$ cat config.mk
export PLATFORM = sky130hd
export DESIGN_NAME = fundamental_frame_scheduler
export DESIGN_NICKNAME = d
export VERILOG_FILES = /design/src/rtl/fundamental_frame_scheduler.sv
export SDC_FILE = /design/constraint.sdc
export NUM_CORES = 1
export LEC_CHECK = 0
export ABC_AREA = 1
export BUFFER_PORTS_ARGS = -buffer_cell sky130_fd_sc_hd__buf_4
export CAP_MARGIN = 20
export CELL_PAD_IN_SITES_DETAIL_PLACEMENT = 0
export CELL_PAD_IN_SITES_GLOBAL_PLACEMENT = 1
export CORE_MARGIN = 5
export CORE_UTILIZATION = 30
export CTS_BUF_LIST = sky130_fd_sc_hd__clkbuf_16
export CTS_CLUSTER_DIAMETER = 40
export DETAILED_ROUTE_END_ITERATION = 7
export PLACE_DENSITY_LB_ADDON = 0.15
export RECOVER_POWER = 50
export SYNTH_ARGS = -nofsm -noshare
export SYNTH_HDL_FRONTEND = slang
export SYNTH_SLANG_ARGS = --single-unit
$ cat constraint.sdc
create_clock -name clk -period 2.43 [get_ports clk]
set_clock_uncertainty 0.2 [all_clocks]
set_input_delay 0.486 -clock clk [delete_from_list [all_inputs] [get_ports clk]]
set_output_delay 0.486 -clock clk [all_outputs]
set_load 0.1 [all_outputs]
$ cat src/rtl/fundamental_frame_scheduler.sv
// rtl/fundamental_frame_scheduler.sv - round-robin frame scheduler sharing one fundamental bin finder between two channels
module fundamental_frame_scheduler #(
    parameter int FRAME_LEN = 1024,
    parameter int MAG_W     = 48,
    parameter int BIN_W     = 5,
    parameter int TIMEOUT   = 4096
) (
    input  logic               clk,
    input  logic               reset,
    // channel 0 magnitude stream
    input  logic [MAG_W-1:0]   i_mag0_tdata,
    input  logic               i_mag0_tvalid,
    output logic               o_mag0_tready,
    // channel 1 magnitude stream
    input  logic [MAG_W-1:0]   i_mag1_tdata,
    input  logic               i_mag1_tvalid,
    output logic               o_mag1_tready,
    // shared finder magnitude input
    output logic [MAG_W-1:0]   o_finder_mag_tdata,
    output logic               o_finder_mag_tvalid,
    output logic               o_finder_mag_tlast,
    input  logic               i_finder_mag_tready,
    // finder bin result
    input  logic [BIN_W-1:0]   i_finder_bin_tdata,
    input  logic               i_finder_bin_tvalid,
    output logic               o_finder_bin_tready,
    // tagged result {timeout, chan, bin}
    output logic [BIN_W+1:0]   o_result_tdata,
    output logic               o_result_tvalid,
    input  logic               i_result_tready,
    // per-channel history
    output logic [BIN_W-1:0]   o_last_bin0,
    output logic [BIN_W-1:0]   o_last_bin1,
    output logic [1:0]         o_last_valid,
    output logic [15:0]        o_timeout_count
);

    localparam int BEAT_W = (FRAME_LEN > 1) ? $clog2(FRAME_LEN) : 1;
    localparam int WAIT_W = (TIMEOUT > 1) ? $clog2(TIMEOUT) : 1;
    localparam logic [BEAT_W-1:0] LAST_BEAT = BEAT_W'(FRAME_LEN - 1);
    localparam logic [WAIT_W-1:0] LAST_WAIT = WAIT_W'(TIMEOUT - 1);

    typedef enum logic [1:0] {
        S_IDLE,
        S_STREAM,
        S_WAIT,
        S_REPORT
    } state_t;

    state_t             r_state;
    state_t             w_next_state;
    logic               r_sel;
    logic               r_last_served;
    logic [BEAT_W-1:0]  r_beat_cnt;
    logic [WAIT_W-1:0]  r_wait_cnt;
    logic [BIN_W-1:0]   r_bin;
    logic               r_timeout;
    logic [BIN_W-1:0]   r_last_bin0;
    logic [BIN_W-1:0]   r_last_bin1;
    logic [1:0]         r_last_valid;
    logic [15:0]        r_timeout_count;

    logic               w_grant_sel;
    logic               w_sel_tvalid;
    logic [MAG_W-1:0]   w_sel_tdata;
    logic               w_last_beat;
    logic               w_mag_hs;
    logic               w_wait_expired;
    logic               w_result_hs;

    assign w_sel_tvalid   = r_sel ? i_mag1_tvalid : i_mag0_tvalid;
    assign w_sel_tdata    = r_sel ? i_mag1_tdata  : i_mag0_tdata;
    assign w_last_beat    = (r_beat_cnt == LAST_BEAT);
    assign w_mag_hs       = (r_state == S_STREAM) && w_sel_tvalid && i_finder_mag_tready;
    assign w_wait_expired = (r_wait_cnt == LAST_WAIT);
    assign w_result_hs    = (r_state == S_REPORT) && i_result_tready;

    // Late or stale finder results are simply swallowed outside WAIT.
    assign o_finder_bin_tready = 1'b1;
    assign o_result_tdata      = {r_timeout, r_sel, r_bin};
    assign o_last_bin0         = r_last_bin0;
    assign o_last_bin1         = r_last_bin1;
    assign o_last_valid        = r_last_valid;
    assign o_timeout_count     = r_timeout_count;

    always_ff @(posedge clk) begin
        if (reset) begin
            r_state <= S_IDLE;
        end else begin
            r_state <= w_next_state;
        end
    end

    always_comb begin
        w_next_state        = r_state;
        w_grant_sel         = r_sel;
        o_mag0_tready       = 1'b0;
        o_mag1_tready       = 1'b0;
        o_finder_mag_tvalid = 1'b0;
        o_finder_mag_tdata  = '0;
        o_finder_mag_tlast  = 1'b0;
        o_result_tvalid     = 1'b0;
        case (r_state)
            S_IDLE: begin
                // On a tie the channel not served last time wins.
                if (i_mag0_tvalid && i_mag1_tvalid) begin
                    w_grant_sel  = ~r_last_served;
                    w_next_state = S_STREAM;
                end else if (i_mag0_tvalid) begin
                    w_grant_sel  = 1'b0;
                    w_next_state = S_STREAM;
                end else if (i_mag1_tvalid) begin
                    w_grant_sel  = 1'b1;
                    w_next_state = S_STREAM;
                end
            end
            S_STREAM: begin
                o_finder_mag_tvalid = w_sel_tvalid;
                o_finder_mag_tdata  = w_sel_tdata;
                o_finder_mag_tlast  = w_last_beat;
                o_mag0_tready       = ~r_sel & i_finder_mag_tready;
                o_mag1_tready       = r_sel & i_finder_mag_tready;
                if (w_mag_hs && w_last_beat) begin
                    w_next_state = S_WAIT;
                end
            end
            S_WAIT: begin
                if (i_finder_bin_tvalid || w_wait_expired) begin
                    w_next_state = S_REPORT;
                end
            end
            S_REPORT: begin
                o_result_tvalid = 1'b1;
                if (i_result_tready) begin
                    w_next_state = S_IDLE;
                end
            end
            default: begin
                w_next_state = S_IDLE;
            end
        endcase
    end

    always_ff @(posedge clk) begin
        if (reset) begin
            r_sel           <= 1'b0;
            r_last_served   <= 1'b1;
            r_beat_cnt      <= '0;
            r_wait_cnt      <= '0;
            r_bin           <= '0;
            r_timeout       <= 1'b0;
            r_last_bin0     <= '0;
            r_last_bin1     <= '0;
            r_last_valid    <= 2'b00;
            r_timeout_count <= 16'd0;
        end else begin
            if (r_state == S_IDLE) begin
                r_sel <= w_grant_sel;
            end

            if (w_mag_hs) begin
                r_beat_cnt <= w_last_beat ? '0 : r_beat_cnt + 1'b1;
            end

            if (r_state == S_WAIT) begin
                if (i_finder_bin_tvalid) begin
                    r_wait_cnt <= '0;
                    r_bin      <= i_finder_bin_tdata;
                    r_timeout  <= 1'b0;
                end else if (w_wait_expired) begin
                    r_wait_cnt <= '0;
                    r_bin      <= '0;
                    r_timeout  <= 1'b1;
                    if (r_timeout_count != 16'hFFFF) begin
                        r_timeout_count <= r_timeout_count + 16'd1;
                    end
                end else begin
                    r_wait_cnt <= r_wait_cnt + 1'b1;
                end
            end

            // A timed-out frame must not overwrite the last good bin.
            if (w_result_hs) begin
                r_last_served <= r_sel;
                if (!r_timeout) begin
                    if (r_sel) begin
                        r_last_bin1     <= r_bin;
                        r_last_valid[1] <= 1'b1;
                    end else begin
                        r_last_bin0     <= r_bin;
                        r_last_valid[0] <= 1'b1;
                    end
                end
            end
        end
    end

endmodule

==> results of run 1 <==
-- worst paths after layout --
path / from / endpoint / slack (ns)
setup / recovery: r_state[1] / o_mag0_tready / 0.07
hold / removal: i_finder_bin_tdata[4] / r_bin[4] / 0.22
setup reg to reg: r_state[1] / r_beat_cnt[4] / 0.19
hold reg to reg: o_last_valid[1] / o_last_valid[1] / 0.27
-- area by class of cell --
type	instances	area share (%)
clock buffer	9	3.66
clock inverter	7	0.835
inverter	48	2.97
multi-input combinational	483	42.1
sequential	60	19.6
tap	172	3.50
timing repair buffer	208	27.3
-- critical path, cell delays in order, from the launching register on --
cell     delay [ns]
dfxtp_1        0.34
inv_1          0.10
ha_2           0.23
inv_4          0.08
buf_12         0.14
nor3_4         0.14
buf_4          0.31
-- through the flow --
| stage | setup slack, ns | instance area (sq um) |
|---|---|---|
| 2_1_floorplan | -0.229 | 4120 |
| 3_3_place_gp | 0.253 | 5770 |
| 3_5_place_dp | 0.214 | 5770 |
| 4_1_cts | 0.00262 | 6090 |
| 5_1_grt | 0.00134 | 6150 |
| 6_report | 0.0731 | 6150 |
-- registers in the layout, summed over array words and instances (netlist names) --
signal	count
r_last_served	1
r_sel	1
o_last_bin0	5
r_bin	5
o_last_bin1	5
o_last_valid	2
o_timeout_count	16
r_state	2
r_beat_cnt	10
r_timeout	1
r_wait_cnt	12
-- per-layer routing --
layer,vias to the layer above,global-route usage (%)
li1,2365,-
met1,2082,24.7
met2,135,29.6
met3,32,5.44
met4,0,5.12
met5,-,0
-- repair_timing --
item	in CTS	in global routing
setup buffers	2	0
gates resized for setup	4	43
setup endpoints to repair	47	51
hold buffers	0	0
-- Yosys cell counts, types with 2 or more instances --
library cell,count
a21oi_1,72
a21oi_2,10
buf_2,3
buf_4,4
clkbuf_1,18
clkinv_1,2
dfxtp_1,60
ha_1,7
inv_1,44
inv_2,2
nand2_1,204
nand2_2,8
nand2_4,2
nand3_1,36
nand3b_1,4
nand4_1,11
nor2_1,75
nor2_2,2
nor2_4,6
nor3_1,6
o21a_1,2
o21ai_0,18
xnor2_1,2
xor2_1,10
-- power by group through the flow --
stage	combinational (W)	sequential [W]	clock (W)
finish	0.00344	0.00108	0.00118
global route	0.00360	0.00109	0.00126
CTS	0.00335	0.00108	0.00121
detailed placement	0.00329	0.00110	0
global placement	0.00328	0.00110	0
floorplan	0.00238	0.00125	0
-- logic make-up (layout without fill, tap and decap cells) --
| group | Yosys count | count (layout) | share of synthesized area, % |
|---|---|---|---|
| DFF | 60 | 60 | 31.4 |
| xor gates and xnor gates | 12 | 12 | 2.75 |
| other | 1 | 1 | 0.0979 |
| and+or+nand+nor | 356 | 356 | 39.9 |
| AOI/OAI and AO/OA | 107 | 107 | 15.4 |
| buffers and inverters | 75 | 272 | 8.27 |
| adders and majority gates | 7 | 7 | 2.29 |
==> impl_metrics.ini, run 1 <==
[cells_and_area]
drive_gt1_share_pct = 38.2
n_fill_cell = 1274
stdcell_count = 987
area.growth.synth_to_final_pct = 60.6
finalNetCount = 925
layout_common_cells = nand2_1, buf_4, nor2_1, dfxtp_1, a21oi_2
utilization_pct = 48.9
final_common_cell = nand2_1
seqCellArea_sq_mm = 0.00121
diodes = 0
multi_input_area_sq_mm = 0.00259

[detailed_routing]
vias = 4614
dr_wl_met2_um = 7060
routedWlPerCell_um = 14.6
dr.pass1.iters = 5
drc = 0
ant_nets = 0
topRoutingLayerUsed = met4
vias_per_cell = 4.67
met1_length_um = 6170
wl_um = 14400
met3_length_um = 889
drt_iter0_drc = 332

[timing]
slew_headroom_pct = 61.9
rsz0062_at_grt = false
drv_slew = 0
min_period_ns = 2.36
worstMarginPinSlew_ns = 0.575
holdWs_ns = 0.222
fin_crit_sh_pct = 97.0
hold_viol_final = 0
setup_tns_ns = 0
timing.fmax_ghz = 0.424
finalSetupViolCount = 0

[worst_setup_path]
critPathLaunchType = flip-flop
crit_path_end_kind = primary output
critPathKind = reg -> out
required_ns = 1.74
crit_path_max_fanout = 5
arrival_ns = 1.67
rr_worst_depth = 9

[pwr]
combinationalPowerShare_pct = 60.3
switching_share_pct = 54.8
power_w = 0.00571
irDropWorstVdd_mv = 0.527
p_seq_share_pct = 19.0
p_leak_nw = 2.69
p_sw_w = 0.00313
p_int_w = 0.00258
pwr-share-clk_pct = 20.7
power_per_cell_area_mw_per_mm2 = 929

[floorplan]
die_w_um = 123
num_io_pins = 197
fp-row-count = 41
dieArea_sq_mm = 0.0151
coreArea_sq_mm = 0.0126
dieHeight_um = 123
start_util_pct = 30.5

[clocking]
clock-sinks = 60
htreeDepth = 3
clk_latency_ns = 0.33
cts_made_buffers = 9
path_clk_slew_ns = 0.06
cts_root_buffer = clkbuf_16
cts_tree = yes
clock_path_buffers = 2

[synth]
syn_nets = 733
synth_area_leaders = dfxtp_1, nand2_1, a21oi_1, nor2_1, nand3_1
synthArstFlopShare_pct = 0
synth_area_per_cell_sq_um = 6.20
syn-cell-area_sq_mm = 0.00383
ys_seq_area_share_pct = 31.4
synth_cell_type_count = 34
ys_warn_count = 0
yosysTopAreaCellShare_pct = 31.4
syn_inst = 618
synth-edff-count = 0
synth_top_area_cell = dfxtp_1
yosys_register_bits = 60
synth-main-ff-cell = dfxtp_1

[placement]
dp.final_hpwl_um = 11400
gp_congestion = 0.879
placed_cells = 969
port_buffers = 195

[global_route]
grt_max_degree = 49
grt_pass1_wl_um = 22500
grt_overflow = 0
grt_usage_pct = 18.6
antenna_found_initial = 0
grt_pass1_vias = 4501

[flow_run]
drv_cap = 0

[worst_hold_path]
min_path_cells = 3
min_path_type = in -> reg

[run_status]
status = finished, final reports clean
Note: power is estimated with default switching activity, not from simulation.
==> run 2: changes to the inputs <==
--- a/config.mk
+++ b/config.mk
@@ -5,13 +5,13 @@
 export SDC_FILE = /design/constraint.sdc
 export NUM_CORES = 1
 export LEC_CHECK = 0
-export ABC_AREA = 1
+export ABC_AREA = 0
 export BUFFER_PORTS_ARGS = -buffer_cell sky130_fd_sc_hd__buf_4
 export CAP_MARGIN = 20
 export CELL_PAD_IN_SITES_DETAIL_PLACEMENT = 0
 export CELL_PAD_IN_SITES_GLOBAL_PLACEMENT = 1
 export CORE_MARGIN = 5
-export CORE_UTILIZATION = 30
+export CORE_UTILIZATION = 31
 export CTS_BUF_LIST = sky130_fd_sc_hd__clkbuf_16
 export CTS_CLUSTER_DIAMETER = 40
 export DETAILED_ROUTE_END_ITERATION = 7
==> impl_metrics.ini, run 2 <==
[detailed_routing]
vias = 3725
drc = 0
vias_per_cell = 4.84
wl_um = 12700
drt_iter0_drc = 191
dr.pass1.iters = 4
ant_nets = 0
routedWlPerCell_um = 16.5

[synth]
yosysTopAreaCellShare_pct = 33.7
synthTopCellsByCount = dfxtp_1, mux2i_1, nor2b_1
synth_area_per_cell_sq_um = 8.42
synth_top_area_cell = dfxtp_1
synth-main-ff-cell = dfxtp_1
yosysMostFrequentCell = dfxtp_1
synth-edff-count = 0
ys_warn_count = 0
synthArstFlopShare_pct = 0
syn_nets = 538
syn_inst = 423
ys_seq_area_share_pct = 33.7
yosys_register_bits = 60
synth_area_leaders = dfxtp_1, mux2i_1, nor2b_1, nor2_1, nand2_1
synth_cell_type_count = 42
syn-cell-area_sq_mm = 0.00356

[timing]
holdWs_ns = 0.175
fin_ws_ns = 0.0950
slew_headroom_pct = 30.5
finalSetupViolCount = 0
fin_crit_sh_pct = 96.1
min_period_ns = 2.34
worstMarginPinSlew_ns = 1.04
hold_viol_final = 0
timing.fmax_ghz = 0.428
rsz0062_at_grt = false
drv_slew = 0

[global_route]
grt_pass1_vias = 3722
grt_usage_pct = 17.4
antenna_found_initial = 0
grt_overflow = 0
grt_pass1_wl_um = 18800
grt_max_degree = 38

[clocking]
htreeDepth = 3
clock_path_buffers = 2
path_clk_slew_ns = 0.05
cts_made_buffers = 9
clock-sinks = 60
cts_tree = yes
cts_root_buffer = clkbuf_16
clk_latency_ns = 0.33

[placement]
post-place-ws_ns = 0.109
postPlaceCellArea_sq_mm = 0.00558
gp_congestion = 0.739
port_buffers = 195
dp.final_hpwl_um = 10000
placed_cells = 750

[floorplan]
die_w_um = 117
dieArea_sq_mm = 0.0137
dieHeight_um = 117
fp-row-count = 39
coreArea_sq_mm = 0.0113
num_io_pins = 197
start_util_pct = 31.4

[worst_setup_path]
critPathLaunchType = flip-flop
critPathKind = reg -> out
required_ns = 1.74
arrival_ns = 1.65
crit_path_max_fanout = 25
crit_path_end_kind = primary output

[flow_run]
drv_cap = 0

[pwr]
irDropWorstVdd_mv = 0.712
p_leak_nw = 2.58
power_per_cell_area_mw_per_mm2 = 1020

[cells_and_area]
area.growth.synth_to_final_pct = 69.5
finalInstanceArea_sq_mm = 0.00603
n_fill_cell = 1086
diodes = 0
largest_reg_flops = 16
drive_gt1_share_pct = 48.6
utilization_pct = 53.3
layout_common_cells = buf_4, mux2i_1, dfxtp_1, nor2b_4, nor2_1
stdcell_count = 770
finalNetCount = 737
final_common_cell = buf_4

[run_status]
status = finished, final reports clean

[worst_hold_path]
min_path_type = in -> reg
[run 2: worst paths after layout]
| path | slack [ns] | from | to | cells past startpoint |
|---|---|---|---|---|
| hold reg to reg | 0.26 | o_last_bin1[3] | o_last_bin1[3] | 2 |
| hold / removal | 0.17 | i_finder_bin_tvalid | r_timeout | 2 |
| setup reg to reg | 0.13 | r_wait_cnt[0] | o_timeout_count[7] | 6 |
| setup / recovery | 0.09 | r_state[1] | o_finder_mag_tdata[0] | 5 |
[run 2: final cells by class]
cell class | count | area, sq um | area share [%]
multi-input combinational | 333 | 2580 | 42.8
clock inverter | 6 | 61.3 | 1.02
inverter | 5 | 18.8 | 0.311
clock buffer | 10 | 250 | 4.15
timing repair buffer | 213 | 1720 | 28.4
tap | 143 | 179 | 2.96
sequential | 60 | 1220 | 20.3
[run 2: what timing repair did]
action / in CTS / in global routing
resized for setup: 29 / 16
cloned: 1 / 0
setup buffers: 3 / 0
setup endpoints to repair: 51 / 29
hold buffers: 0 / 0
pin swaps: 0 / 0
[run 2: metal layers]
metal | wire length [um] | part of all wire [%] | global-route usage (%) | vias up
li1 | - | - | - | 1871
met1 | 4990 | 39 | 20.9 | 1726
met2 | 6660 | 52 | 30.2 | 113
met3 | 801 | 6.3 | 5.60 | 15
met4 | 242 | 1.9 | 4.28 | 0
met5 | 0 | 0 | 0 | -
[run 2: cells by family after synthesis]
family,Yosys count,share of synthesized area [%]
AOI/OAI and AO/OA,47,8.12
buffers and inverters,30,3.83
other,1,0.105
DFF,60,33.7
adders and majority gates,7,2.46
and+or+nand+nor,198,29.8
xor gates and xnor gates,19,4.67
muxes,61,17.3
[run 2: where the power goes]
part,switching (W),internal (W),total [W]
logic,0.00253,0.00125,0.00379
registers,0.0000553,0.00102,0.00108
clock network,0.000461,0.000849,0.00131
[run 2: per-stage QoR]
stage / total power, W / TNS, ns
2_1_floorplan: 0.00391 / -0.342
3_5_place_dp: 0.00464 / 0
3_3_place_gp: 0.00462 / 0
6_report: 0.00618 / 0
5_1_grt: 0.00640 / 0
4_1_cts: 0.00619 / 0
[run 2: worst max-delay path, stage by stage, from the launching register on]
cell	delay (ns)
dfxtp_1	0.34
inv_2	0.09
ha_4	0.17
bufbuf_16	0.32
nor2b_2	0.18
buf_8	0.21
